$ cat src/rtl/regfile_wport_arbiter_pkg.sv
// Shared types and helpers for the register-file write-port arbiter.
// Optional statistics are enabled by defining REGFILE_WPORT_ARBITER_STATS_EN.
package regfile_wport_arbiter_pkg;

  localparam int unsigned StatsWidth   = 32;
  localparam int unsigned MaxWaitLimit = 15;

  function automatic int unsigned addr_width(input int unsigned size);
    return $clog2(size);
  endfunction

  // Wide enough for any legal MAX_WAIT (1..15).
  typedef logic [$clog2(MaxWaitLimit + 1)-1:0] age_t;
  typedef logic [StatsWidth-1:0]               stat_cnt_t;

endpackage

$ cat src/rtl/regfile_wport_arbiter_if.sv
// Requester-side and write-port signals of the arbiter.
// REGFILE_WPORT_ARBITER_STATS_EN adds the two statistics counters.
interface regfile_wport_arbiter_if #(
  parameter int unsigned NUM_REQ    = 2,
  parameter int unsigned AW         = 5,
  parameter int unsigned DATA_WIDTH = 32
);
  logic [NUM_REQ-1:0]            i_valid;
  logic [NUM_REQ*AW-1:0]         i_waddr;
  logic [NUM_REQ*DATA_WIDTH-1:0] i_wdata;
  logic [NUM_REQ-1:0]            o_ready;
  logic                          o_wen;
  logic [AW-1:0]                 o_waddr;
  logic [DATA_WIDTH-1:0]         o_wdata;
`ifdef REGFILE_WPORT_ARBITER_STATS_EN
  logic [regfile_wport_arbiter_pkg::StatsWidth-1:0] o_conflict_cnt;
  logic [regfile_wport_arbiter_pkg::StatsWidth-1:0] o_aged_cnt;

  modport master (output i_valid, i_waddr, i_wdata,
                  input  o_ready, o_wen, o_waddr, o_wdata, o_conflict_cnt, o_aged_cnt);
  modport slave  (input  i_valid, i_waddr, i_wdata,
                  output o_ready, o_wen, o_waddr, o_wdata, o_conflict_cnt, o_aged_cnt);
`else
  modport master (output i_valid, i_waddr, i_wdata,
                  input  o_ready, o_wen, o_waddr, o_wdata);
  modport slave  (input  i_valid, i_waddr, i_wdata,
                  output o_ready, o_wen, o_waddr, o_wdata);
`endif
endinterface

$ cat src/rtl/regfile_wport_arbiter_age.sv
// Per-requester saturating stall counter; flags when the requester has waited MAX_WAIT cycles.
module regfile_wport_arbiter_age
  import regfile_wport_arbiter_pkg::*;
#(
  parameter int unsigned MAX_WAIT = 4
) (
  input  logic clk,
  input  logic rst,
  input  logic valid_i,
  input  logic granted_i,
  output logic aged_o
);

  localparam age_t AgeMax = age_t'(MAX_WAIT);

  age_t age_q, age_d;

  always_comb begin
    age_d = age_q;
    if (!valid_i || granted_i) begin
      age_d = '0;
    end else if (age_q != AgeMax) begin
      age_d = age_q + age_t'(1);
    end
  end

  always_ff @(posedge clk) begin
    if (rst) begin
      age_q <= '0;
    end else begin
      age_q <= age_d;
    end
  end

  assign aged_o = (age_q == AgeMax);

endmodule

$ cat src/rtl/regfile_wport_arbiter.sv
// Fixed-priority write-port arbiter with aging override and a one-cycle registered write stage.
// REGFILE_WPORT_ARBITER_STATS_EN adds conflict and aged-grant counters.
module regfile_wport_arbiter
  import regfile_wport_arbiter_pkg::*;
#(
  parameter int unsigned DATA_WIDTH    = 32,
  parameter int unsigned REG_FILE_SIZE = 32,
  parameter int unsigned NUM_REQ       = 2,
  parameter int unsigned MAX_WAIT      = 4
) (
  input logic                     clk,
  input logic                     rst,
  regfile_wport_arbiter_if.slave  bus
);

  localparam int unsigned AW = addr_width(REG_FILE_SIZE);

  logic [NUM_REQ-1:0]    aged, prio_grant, aged_grant, grant;
  logic                  prio_found, aged_found, accept;
  logic [AW-1:0]         acc_addr;
  logic [DATA_WIDTH-1:0] acc_data;

  logic                  wen_q, wen_d;
  logic [AW-1:0]         waddr_q, waddr_d;
  logic [DATA_WIDTH-1:0] wdata_q, wdata_d;

  for (genvar k = 0; k < NUM_REQ; k++) begin : g_age
    regfile_wport_arbiter_age #(
      .MAX_WAIT (MAX_WAIT)
    ) u_age (
      .clk       (clk),
      .rst       (rst),
      .valid_i   (bus.i_valid[k]),
      .granted_i (grant[k]),
      .aged_o    (aged[k])
    );
  end

  always_comb begin
    prio_grant = '0;
    aged_grant = '0;
    prio_found = 1'b0;
    aged_found = 1'b0;
    for (int unsigned k = 0; k < NUM_REQ; k++) begin
      if (bus.i_valid[k] && !prio_found) begin
        prio_grant[k] = 1'b1;
        prio_found    = 1'b1;
      end
      if (bus.i_valid[k] && aged[k] && !aged_found) begin
        aged_grant[k] = 1'b1;
        aged_found    = 1'b1;
      end
    end
    grant = rst ? '0 : (aged_found ? aged_grant : prio_grant);
  end

  // Grant is one-hot, so OR-ing the masked lanes is a clean mux.
  always_comb begin
    acc_addr = '0;
    acc_data = '0;
    for (int unsigned k = 0; k < NUM_REQ; k++) begin
      if (grant[k]) begin
        acc_addr = acc_addr | bus.i_waddr[k*AW +: AW];
        acc_data = acc_data | bus.i_wdata[k*DATA_WIDTH +: DATA_WIDTH];
      end
    end
    accept = |grant;
  end

  always_comb begin
    wen_d   = 1'b0;
    waddr_d = waddr_q;
    wdata_d = wdata_q;
    if (accept) begin
      wen_d   = (acc_addr != '0);
      waddr_d = acc_addr;
      wdata_d = acc_data;
    end
  end

  always_ff @(posedge clk) begin
    if (rst) begin
      wen_q   <= 1'b0;
      waddr_q <= '0;
      wdata_q <= '0;
    end else begin
      wen_q   <= wen_d;
      waddr_q <= waddr_d;
      wdata_q <= wdata_d;
    end
  end

  // Outputs are masked by rst so a pending write cannot strobe during reset.
  assign bus.o_ready = grant;
  assign bus.o_wen   = wen_q & ~rst;
  assign bus.o_waddr = rst ? '0 : waddr_q;
  assign bus.o_wdata = rst ? '0 : wdata_q;

`ifdef REGFILE_WPORT_ARBITER_STATS_EN
  stat_cnt_t conflict_q, conflict_d, aged_cnt_q, aged_cnt_d;

  always_comb begin
    conflict_d = conflict_q;
    aged_cnt_d = aged_cnt_q;
    if ($countones(bus.i_valid) > 1) begin
      conflict_d = conflict_q + stat_cnt_t'(1);
    end
    if (aged_found && (aged_grant != prio_grant)) begin
      aged_cnt_d = aged_cnt_q + stat_cnt_t'(1);
    end
  end

  always_ff @(posedge clk) begin
    if (rst) begin
      conflict_q <= '0;
      aged_cnt_q <= '0;
    end else begin
      conflict_q <= conflict_d;
      aged_cnt_q <= aged_cnt_d;
    end
  end

  assign bus.o_conflict_cnt = conflict_q;
  assign bus.o_aged_cnt     = aged_cnt_q;
`endif

endmodule

$ cat src/flat_wrapper.sv
// flat-port wrapper written by rule: the top's interface ports become plain ports
module regfile_wport_arbiter_flat import regfile_wport_arbiter_pkg::*;
#(
  parameter int unsigned DATA_WIDTH    = 32,
  parameter int unsigned REG_FILE_SIZE = 32,
  parameter int unsigned NUM_REQ       = 2,
  parameter int unsigned MAX_WAIT      = 4
)
  (clk, rst, bus_i_valid, bus_i_waddr, bus_i_wdata, bus_o_ready, bus_o_wen, bus_o_waddr, bus_o_wdata);
  regfile_wport_arbiter_if #(.NUM_REQ(NUM_REQ), .AW((5)), .DATA_WIDTH(DATA_WIDTH)) bus_i ();
  input logic clk;
  input logic rst;
  input wire logic [$bits(bus_i.i_valid)-1:0] bus_i_valid;
  input wire logic [$bits(bus_i.i_waddr)-1:0] bus_i_waddr;
  input wire logic [$bits(bus_i.i_wdata)-1:0] bus_i_wdata;
  output wire logic [$bits(bus_i.o_ready)-1:0] bus_o_ready;
  output wire logic [$bits(bus_i.o_wen)-1:0] bus_o_wen;
  output wire logic [$bits(bus_i.o_waddr)-1:0] bus_o_waddr;
  output wire logic [$bits(bus_i.o_wdata)-1:0] bus_o_wdata;
  assign bus_i.i_valid = bus_i_valid;
  assign bus_i.i_waddr = bus_i_waddr;
  assign bus_i.i_wdata = bus_i_wdata;
  assign bus_o_ready = bus_i.o_ready;
  assign bus_o_wen = bus_i.o_wen;
  assign bus_o_waddr = bus_i.o_waddr;
  assign bus_o_wdata = bus_i.o_wdata;
  regfile_wport_arbiter #(.DATA_WIDTH(DATA_WIDTH), .REG_FILE_SIZE(REG_FILE_SIZE), .NUM_REQ(NUM_REQ), .MAX_WAIT(MAX_WAIT)) u_core (.clk(clk), .rst(rst), .bus(bus_i));
endmodule
$ cat config.mk
export PLATFORM = sky130hd
export DESIGN_NAME = regfile_wport_arbiter_flat
export DESIGN_NICKNAME = d
export VERILOG_FILES = /design/src/rtl/regfile_wport_arbiter_pkg.sv /design/src/rtl/regfile_wport_arbiter_if.sv /design/src/rtl/regfile_wport_arbiter_age.sv /design/src/rtl/regfile_wport_arbiter.sv /design/src/flat_wrapper.sv
export SDC_FILE = /design/constraint.sdc
export NUM_CORES = 1
export LEC_CHECK = 0
export CORE_MARGIN = 5
export CORE_UTILIZATION = 45
export DETAILED_ROUTE_END_ITERATION = 16
export GPL_TIMING_DRIVEN = 0
export PLACE_DENSITY = 0.95
export SLEW_MARGIN = 40
export SYNTH_ARGS = -nofsm -noshare
export SYNTH_HDL_FRONTEND = slang
export SYNTH_SLANG_ARGS = --single-unit
$ cat constraint.sdc
create_clock -name clk -period 4.97 [get_ports clk]
set_clock_uncertainty 0.15 [all_clocks]
set_input_delay 0.994 -clock clk [delete_from_list [all_inputs] [get_ports clk]]
set_output_delay 0.994 -clock clk [all_outputs]
set_load 0.01 [all_outputs]
# Word level (Yosys, flattened, before mapping)
# Cells that the tools add are included.
# W data, S select, Z words.
# classes
add_sub_neg	2
mul	0
div	0
magnitude_cmp	0
n_eq_ne	4
shift	0
mux	13
bitwise	5
n_reduce_logical	15
# ops
op	n
$mux W32	3
$or A32 B32 Y32	1
$mux W5	3
$add A4 B1 Y4 const B	2
$eq A4 B3 Y1 const B	2
$ne A4 B3 Y1 const B	2
$reduce_or A2 Y1	4
$mux W1	5
$or A5 B5 Y5	1
$reduce_bool A5 Y1	1
$logic_and A1 B1 Y1	4
$logic_not A1 Y1	4
$mux W2	2
$logic_or A1 B1 Y1	2
$not A1 Y1	2
$and A1 B1 Y1	1
# word_totals
ff_bits	46
latch_bits	0
ram_bits	0
mem_bits_ro	0
input_bits	78
out_inout_bits	40
wordCells	44
mem_count	0

# Longest topological paths before layout
# Gate-level depths: netlist of run 1.
# logic_depth
ltp_word	12
depth_mapped	6
mapped_depth_nobuf	5

# Modules after synthesis
# Synthesis of run 1 repeated with hierarchy kept, for this count alone.
# unflattened
hier_cells	254
hier_area_um2	2334.7
# by_module_without_submodules
mod	instances	cells_per_inst	area_per_inst_um2	seq_area_each_um2
regfile_wport_arbiter	1	212	1906.8	760.7
regfile_wport_arbiter_age	2	21	214.0	80.1

# Worst setup path after synthesis of run 1
# OpenSTA, ideal clock, no wires.
# synth_path
kind	input-to-output
start	in bus_i_valid[1]
end	out bus_o_ready[0]
t_arrival_ns	1.764
required_ns	3.826
slack_ns	2.062
path_stages	4
path_buffers	3
path_cell_list	buf_2 > buf_1 > a31oi_1 > buf_4
# synth_between
elab_chain_len	5
# synth_lines
item	line	source
start: declaration	flat_wrapper.sv:13	input wire logic [$bits(bus_i.i_valid)-1:0] bus_i_valid;
$logic_and A1 B1 Y1 (2 in series)	regfile_wport_arbiter.sv:49	if (bus.i_valid[k] && aged[k] && !aged_found) begin
$mux W1	regfile_wport_arbiter.sv:49	
$mux W2 (2 in series)	regfile_wport_arbiter.sv:54	grant = rst ? '0 : (aged_found ? aged_grant : prio_grant);
end: declaration	flat_wrapper.sv:16	output wire logic [$bits(bus_i.o_ready)-1:0] bus_o_ready;
# Every way passes these cells.

# Final worst setup path of run 1
# layout_path
start	in rst
end	out bus_o_ready[0]
# layout_between
elab_chain_len	1
# layout_lines
item	line	source
start: declaration	flat_wrapper.sv:12	input logic rst;
$mux W2	regfile_wport_arbiter.sv:54	
# Every way passes these cells.

==> flow_summary.yaml, run 1 <==
run_status:
  status: "finished clean"
critical_path:
  crit_slowest_cell: "clkdlybuf4s50_1"
  worstSetupStartpointType: "primary input"
  crit_path_frequent_cell: "clkdlybuf4s50_1"
  path_max_fanout: 8
  critPathRequiredTime_ns: 3.83
  crit_type: "in2out"
  crit_path_end_kind: "output port"
  worstPathArrival_ns: 2.96
  path_cells: "clkdlybuf4s50_1 -> nand2b_1 -> a31oi_1 -> buf_4 -> clkdlybuf4s50_1"
  cpPeakStageDelay_ns: 0.60
logic_synthesis:
  yosys.area_share.simple_pct: 24.47
  yosys_warnings: 0
  synth_top_flop_cell: "dfxtp_1"
  syn_inst: 303
  synth_edf_count: 0
  syn_area_um2: 2654
  synth_top_family_by_area: "multiplexers"
  ys_seq_area_share_pct: 34.70
  synth_commonest_cells: "67 x nand2_1, 46 x dfxtp_1, 38 x nor2b_1, 35 x mux2i_1, 32 x mux2_2"
  synthArstFlopShare_pct: 0
  yosysTopAreaCell: "dfxtp_1"
  synth_top_area_share_pct: 34.70
  synth_mux_area_share_pct: 26.78
  syn_area_per_cell_um2: 8.758
  synthTopCellsByArea: "dfxtp_1 35%, mux2_2 14%, mux2i_1 13%"
  synth_xor_area_share_pct: 0.3300
  synth-compound-area-share_pct: 5.563
  ys_types: 31
  synth_nets: 385
  synth_fa_ha_area_share_pct: 1.886
  yosysMostFrequentCell: "nand2_1"
  ys_seq_elements: 46
drt:
  wl_per_cell_um: 15.04
  wl_um: 7518
  viasPerCell: 5.082
  drt-pass1-iter-count: 4
  drt_iter0_drc: 83
  drtAntennaViolNets: 0
  via_count: 2541
  drcViolationCount: 0
placement:
  place_hpwl_um: 5910
  port_buffers: 116
  gp_congestion: 0.8399
  post-place-ws_ns: 0.9007
timing:
  worst_slack_ns: 0.8656
  tns_ns: 0
  hold_viol: 0
  rsz0062_at_grt: "false"
  max_freq_ghz: 0.2436
  final.min_clock_period_ns: 4.104
  maxSlewHeadroom_pct: 66.19
  report.final.slew_viol_count: 0
  tightest_slew_ns: 0.5072
  fin_crit_sh_pct: 82.58
  setup_violations: 0
final_layout:
  final_layout_size_suffix_gt1_share_pct: 11.76
  diodes: 0
  register_area_um2: 920.9
  nFillCells: 485
  area_growth_pct: 50.40
  fin_nets: 508
  multiInputGateArea_um2: 1567
global_routing:
  grt_pass1_wl_um: 12050
  grt_pass1_vias: 2652
  grt-ovfl-total: 0
  grt_max_degree: 13
  grt_use_total_pct: 19.86
  grt_antenna_before_repair: 0
cts:
  hold_buffers: 0
  cts.htree.levels: 2
  clk_pin_slew_ns: 0.08
  numClockSinks: 46
  cts-resized-gates: 0
  tritoncts: "built"
  clk_latency_ns: 0.30
  cts_buffers: 5
  post-cts-setup-buffers: 0
  cts_root_buffer: "clkbuf_8"
  cts.path.max_buffers: 2
floorplan:
  rows: 28
  ioPinCount: 118
  fp.dieW_um: 86.80
  die_y_um: 86.80
  coreArea_um2: 5816
  dieArea_um2: 7533
  start_util_pct: 45.63
run:
  maxCapViolCount: 0
pwr:
  p_leak_nw: 1.663
  p_per_area_nw_per_um2: 213.3
  worst_ir_drop_vdd_uv: 124.6
worst_hold_path:
  hold_path.class: "reg2reg"
-- critical path: cells and delay by family --
family / cells / cell delay (ns)
AND/OR/NAND/NOR: 1 / 0.34
buffers and inverters: 3 / 1.29
AO/OA/AOI/OAI: 1 / 0.33
-- layout make-up --
type | instances | area share, %
plain buffers | 22 | 2.853
inverters | 14 | 1.317
clock buffers | 6 | 2.069
repair buffers | 116 | 29.09
well taps | 75 | 2.351
multi-input cells | 221 | 39.25
flip-flops and latches | 46 | 23.07
-- cell usage in the layout (no fill, tap or decap) --
master and count:
a211o_1 5, a21oi_1 2, a221o_1 1, a22o_1 1
a311oi_1 4, a31oi_1 1, a31oi_4 1, and3_1 1
and3b_1 1, buf_1 1, buf_2 4, buf_4 5
buf_6 1, clkbuf_1 11, clkbuf_8 6, clkdlybuf4s50_1 116
dfxtp_1 46, ha_1 4, inv_1 14, mux2_2 32
mux2i_1 35, nand2_1 67, nand2b_1 1, nand3_1 3
nand3b_1 1, nand4b_1 1, nand4bb_1 1, nor2_1 11
nor2b_1 38, nor3_1 4, nor4b_1 4, o2111a_2 1
xnor2_1 1
-- path summary, 6_finish.rpt --
check / to / slack, ns / depth (start not counted) / startpoint
setup / recovery: bus_o_ready[0] / 0.87 / 5 / rst
hold / removal: u_core.g_age[0].u_age.age_q[0] / 0.33 / 1 / u_core.g_age[0].u_age.age_q[0]
setup reg to reg: u_core.waddr_q[2] / 2.99 / 6 / u_core.g_age[1].u_age.age_q[0]
hold reg to reg: u_core.g_age[0].u_age.age_q[0] / 0.33 / 1 / u_core.g_age[0].u_age.age_q[0]
-- stage by stage --
stage	hold slack [ns]	power (W)	std cells	instance area, um2	util [%]
2_1_floorplan	0.2797	0.0005163	303	2654	-
3_3_place_gp	0.2946	0.0006260	494	3909	67.21
3_5_place_dp	0.3067	0.0006328	494	3909	67.21
4_1_cts	0.3255	0.0008597	500	3991	68.63
5_1_grt	0.3418	0.0008900	500	3991	68.63
6_report	0.3255	0.0008512	500	3991	68.63
-- where the power goes --
| group | leakage, nW | internal [W] | switching [W] |
|---|---|---|---|
| clock network | 0.0431 | 0.000107 | 0.000120 |
| registers | 0.380 | 0.000393 | 0.00000953 |
| logic | 1.24 | 0.000137 | 0.0000836 |
| total | 1.66 | 0.000638 | 0.000213 |
-- flip-flops by register name, summed over array words and instances (netlist names) --
name	cells
u_core.g_age.u_age.age_q	8
u_core.waddr_q	5
u_core.wdata_q	32
u_core.wen_q	1
-- per-layer routing --
layer	global-route usage, %	up-vias	share of wire, %
met5	0	-	0
met4	5.949	0	2.2
met3	4.278	16	5.9
met2	35.61	85	51
met1	23.51	1187	41
li1	-	1253	-
-- kinds of logic after synthesis --
| group | after synthesis |
|---|---|
| flip-flops | 46 |
| AND/OR/NAND/NOR | 133 |
| AO/OA/AOI/OAI | 16 |
| adder cells (fa/ha/maj) | 4 |
| XOR/XNOR | 1 |
| multiplexers | 67 |
| buffers and inverters | 36 |
Power figures use the tool's default switching activity.
==> run 2, diff against run 1 <==
CORE_UTILIZATION = 42   (was 45)
PLACE_DENSITY = 0.9   (was 0.95)
clock period = 4.14 ns   (was 4.97 ns; I/O delays follow)
==> run 2 against run 1 <==
Against the previous run:
- hold slack got worse by 0.0064 ns
- die area is 6.3% higher
- flip-flop and latch count unchanged
- register-to-register slack worse by 0.82 ns
- non-clock buffer count stayed put
- combinational power increased by 20%
- sequential power rose by 20%
- critical path depth unchanged
- global-route usage fell by 1.5 points
==> flow_summary.yaml, run 2 (synthesis results as in run 1) <==
drt:
  drt-pass1-iter-count: 6
  viasPerCell: 5.050
  drtAntennaViolNets: 0
  wl_um: 7438
  wl_met1_um: 2973
  drt_iter0_drc: 73
  dr_wl_met3_um: 487
  wl_per_cell_um: 14.79
  via_count: 2540
  route.met2.wl_um: 3879
  drcViolationCount: 0
  top_layer_used: "met4"
critical_path:
  worstPathArrival_ns: 2.71
  critPathRequiredTime_ns: 3.16
  crit_path_end_kind: "output port"
  path_max_fanout: 8
  worstSetupStartpointType: "primary input"
  crit_type: "in2out"
floorplan:
  rows: 29
  dieArea_um2: 8008
  start_util_pct: 42.52
  fp.dieW_um: 89.49
  coreArea_um2: 6241
  die_y_um: 89.49
  ioPinCount: 118
cts:
  cts_root_buffer: "clkbuf_8"
  cts-resized-gates: 0
  clk_latency_ns: 0.30
  tritoncts: "built"
  numClockSinks: 46
  clk_pin_slew_ns: 0.09
  hold_buffers: 0
  post-cts-setup-buffers: 0
  cts.path.max_buffers: 2
  cts_buffers: 5
  cts.htree.levels: 2
timing:
  fin_crit_sh_pct: 89.04
  setup_violations: 0
  report.final.slew_viol_count: 0
  hold_viol: 0
  final.min_clock_period_ns: 3.686
  max_freq_ghz: 0.2713
  rsz0062_at_grt: "false"
  tns_ns: 0
  worst_slack_ns: 0.4536
  tightest_slew_ns: 0.5270
  hold_ws_ns: 0.3191
  maxSlewHeadroom_pct: 64.86
global_routing:
  grt_pass1_wl_um: 11450
  grt_antenna_before_repair: 0
  grt-ovfl-total: 0
  grt_max_degree: 14
  grt_use_total_pct: 18.35
  grt_pass1_vias: 2498
final_layout:
  final_layout_size_suffix_gt1_share_pct: 11.97
  instances_no_fill: 503
  top_register: "u_core.wdata_q"
  fin_nets: 508
  final_cell_mix: "116 x clkdlybuf4s50_1, 67 x nand2_1, 46 x dfxtp_1"
  final_common_cell: "clkdlybuf4s50_1"
  largest_reg_flops: 32
  diodes: 0
  top_regs: "u_core.wdata_q: 32 flops, u_core.g_age.u_age.age_q: 8 flops, u_core.waddr_q: 5 flops"
  area_growth_pct: 50.35
placement:
  place_inst: 496
  place_hpwl_um: 5859
  gp_congestion: 0.7743
  port_buffers: 116
  post-place-ws_ns: 0.4711
pwr:
  p_leak_nw: 1.664
  p_per_area_nw_per_um2: 253.8
  worst_ir_drop_vdd_uv: 180.6
run_status:
  status: "finished clean"
worst_hold_path:
  hold_path.class: "reg2reg"
run:
  maxCapViolCount: 0
==> run 2: changes by cell type in the layout (fill, tap and decap cells not counted), sizes merged <==
| cell | previous run | this run |
|---|---|---|
| clkinv | 0 | 2 |
| clkbuf | 17 | 16 |
==> run 2: final cells by class <==
class,count,area (um2)
inverters,14,52.55
clock inverters,2,10.01
plain buffers,22,113.9
clock buffers,5,68.82
well taps,77,96.34
fillers,553,2251
multi-input cells,221,1567
repair buffers,116,1161
flip-flops and latches,46,920.9
==> run 2: metal layers <==
metal  up-vias  global-route usage [%]
met5         -                       0
met1      1189                   20.79
met2        83                   34.16
met4         0                   4.871
li1       1256                       -
met3        12                   4.332
==> run 2: power breakdown <==
group | switching, W | total, W | leakage, nW | internal [W]
clock network | 0.000151 | 0.000265 | 0.0438 | 0.000114
logic | 0.0000999 | 0.000265 | 1.24 | 0.000165
registers | 0.0000112 | 0.000483 | 0.380 | 0.000472
==> run 2: stage by stage <==
step	area (um2)	util, %	power, W
global route	3990	63.93	0.001063
floorplan	2654	-	0.0006198
global placement	3911	62.67	0.0007515
finish	3990	63.93	0.001013
CTS	3990	63.93	0.001020
detailed placement	3911	62.67	0.0007594
==> run 2: critical path, cell delays in order <==
cell and delay [ns]:
clkdlybuf4s50_1 0.56, nand2b_1 0.32, a31oi_1 0.30, buf_4 0.16, clkdlybuf4s50_1 0.53
==> run 2: worst paths after layout <==
path              cells after the start  slack [ns]                        endpoint                           start
setup / recovery                      5        0.45                  bus_o_ready[0]                             rst
hold / removal                        1        0.32  u_core.g_age[0].u_age.age_q[0]  u_core.g_age[0].u_age.age_q[0]
setup reg to reg                      6        2.17              u_core.wdata_q[14]  u_core.g_age[0].u_age.age_q[0]
hold reg to reg                       1        0.32  u_core.g_age[0].u_age.age_q[0]  u_core.g_age[0].u_age.age_q[0]
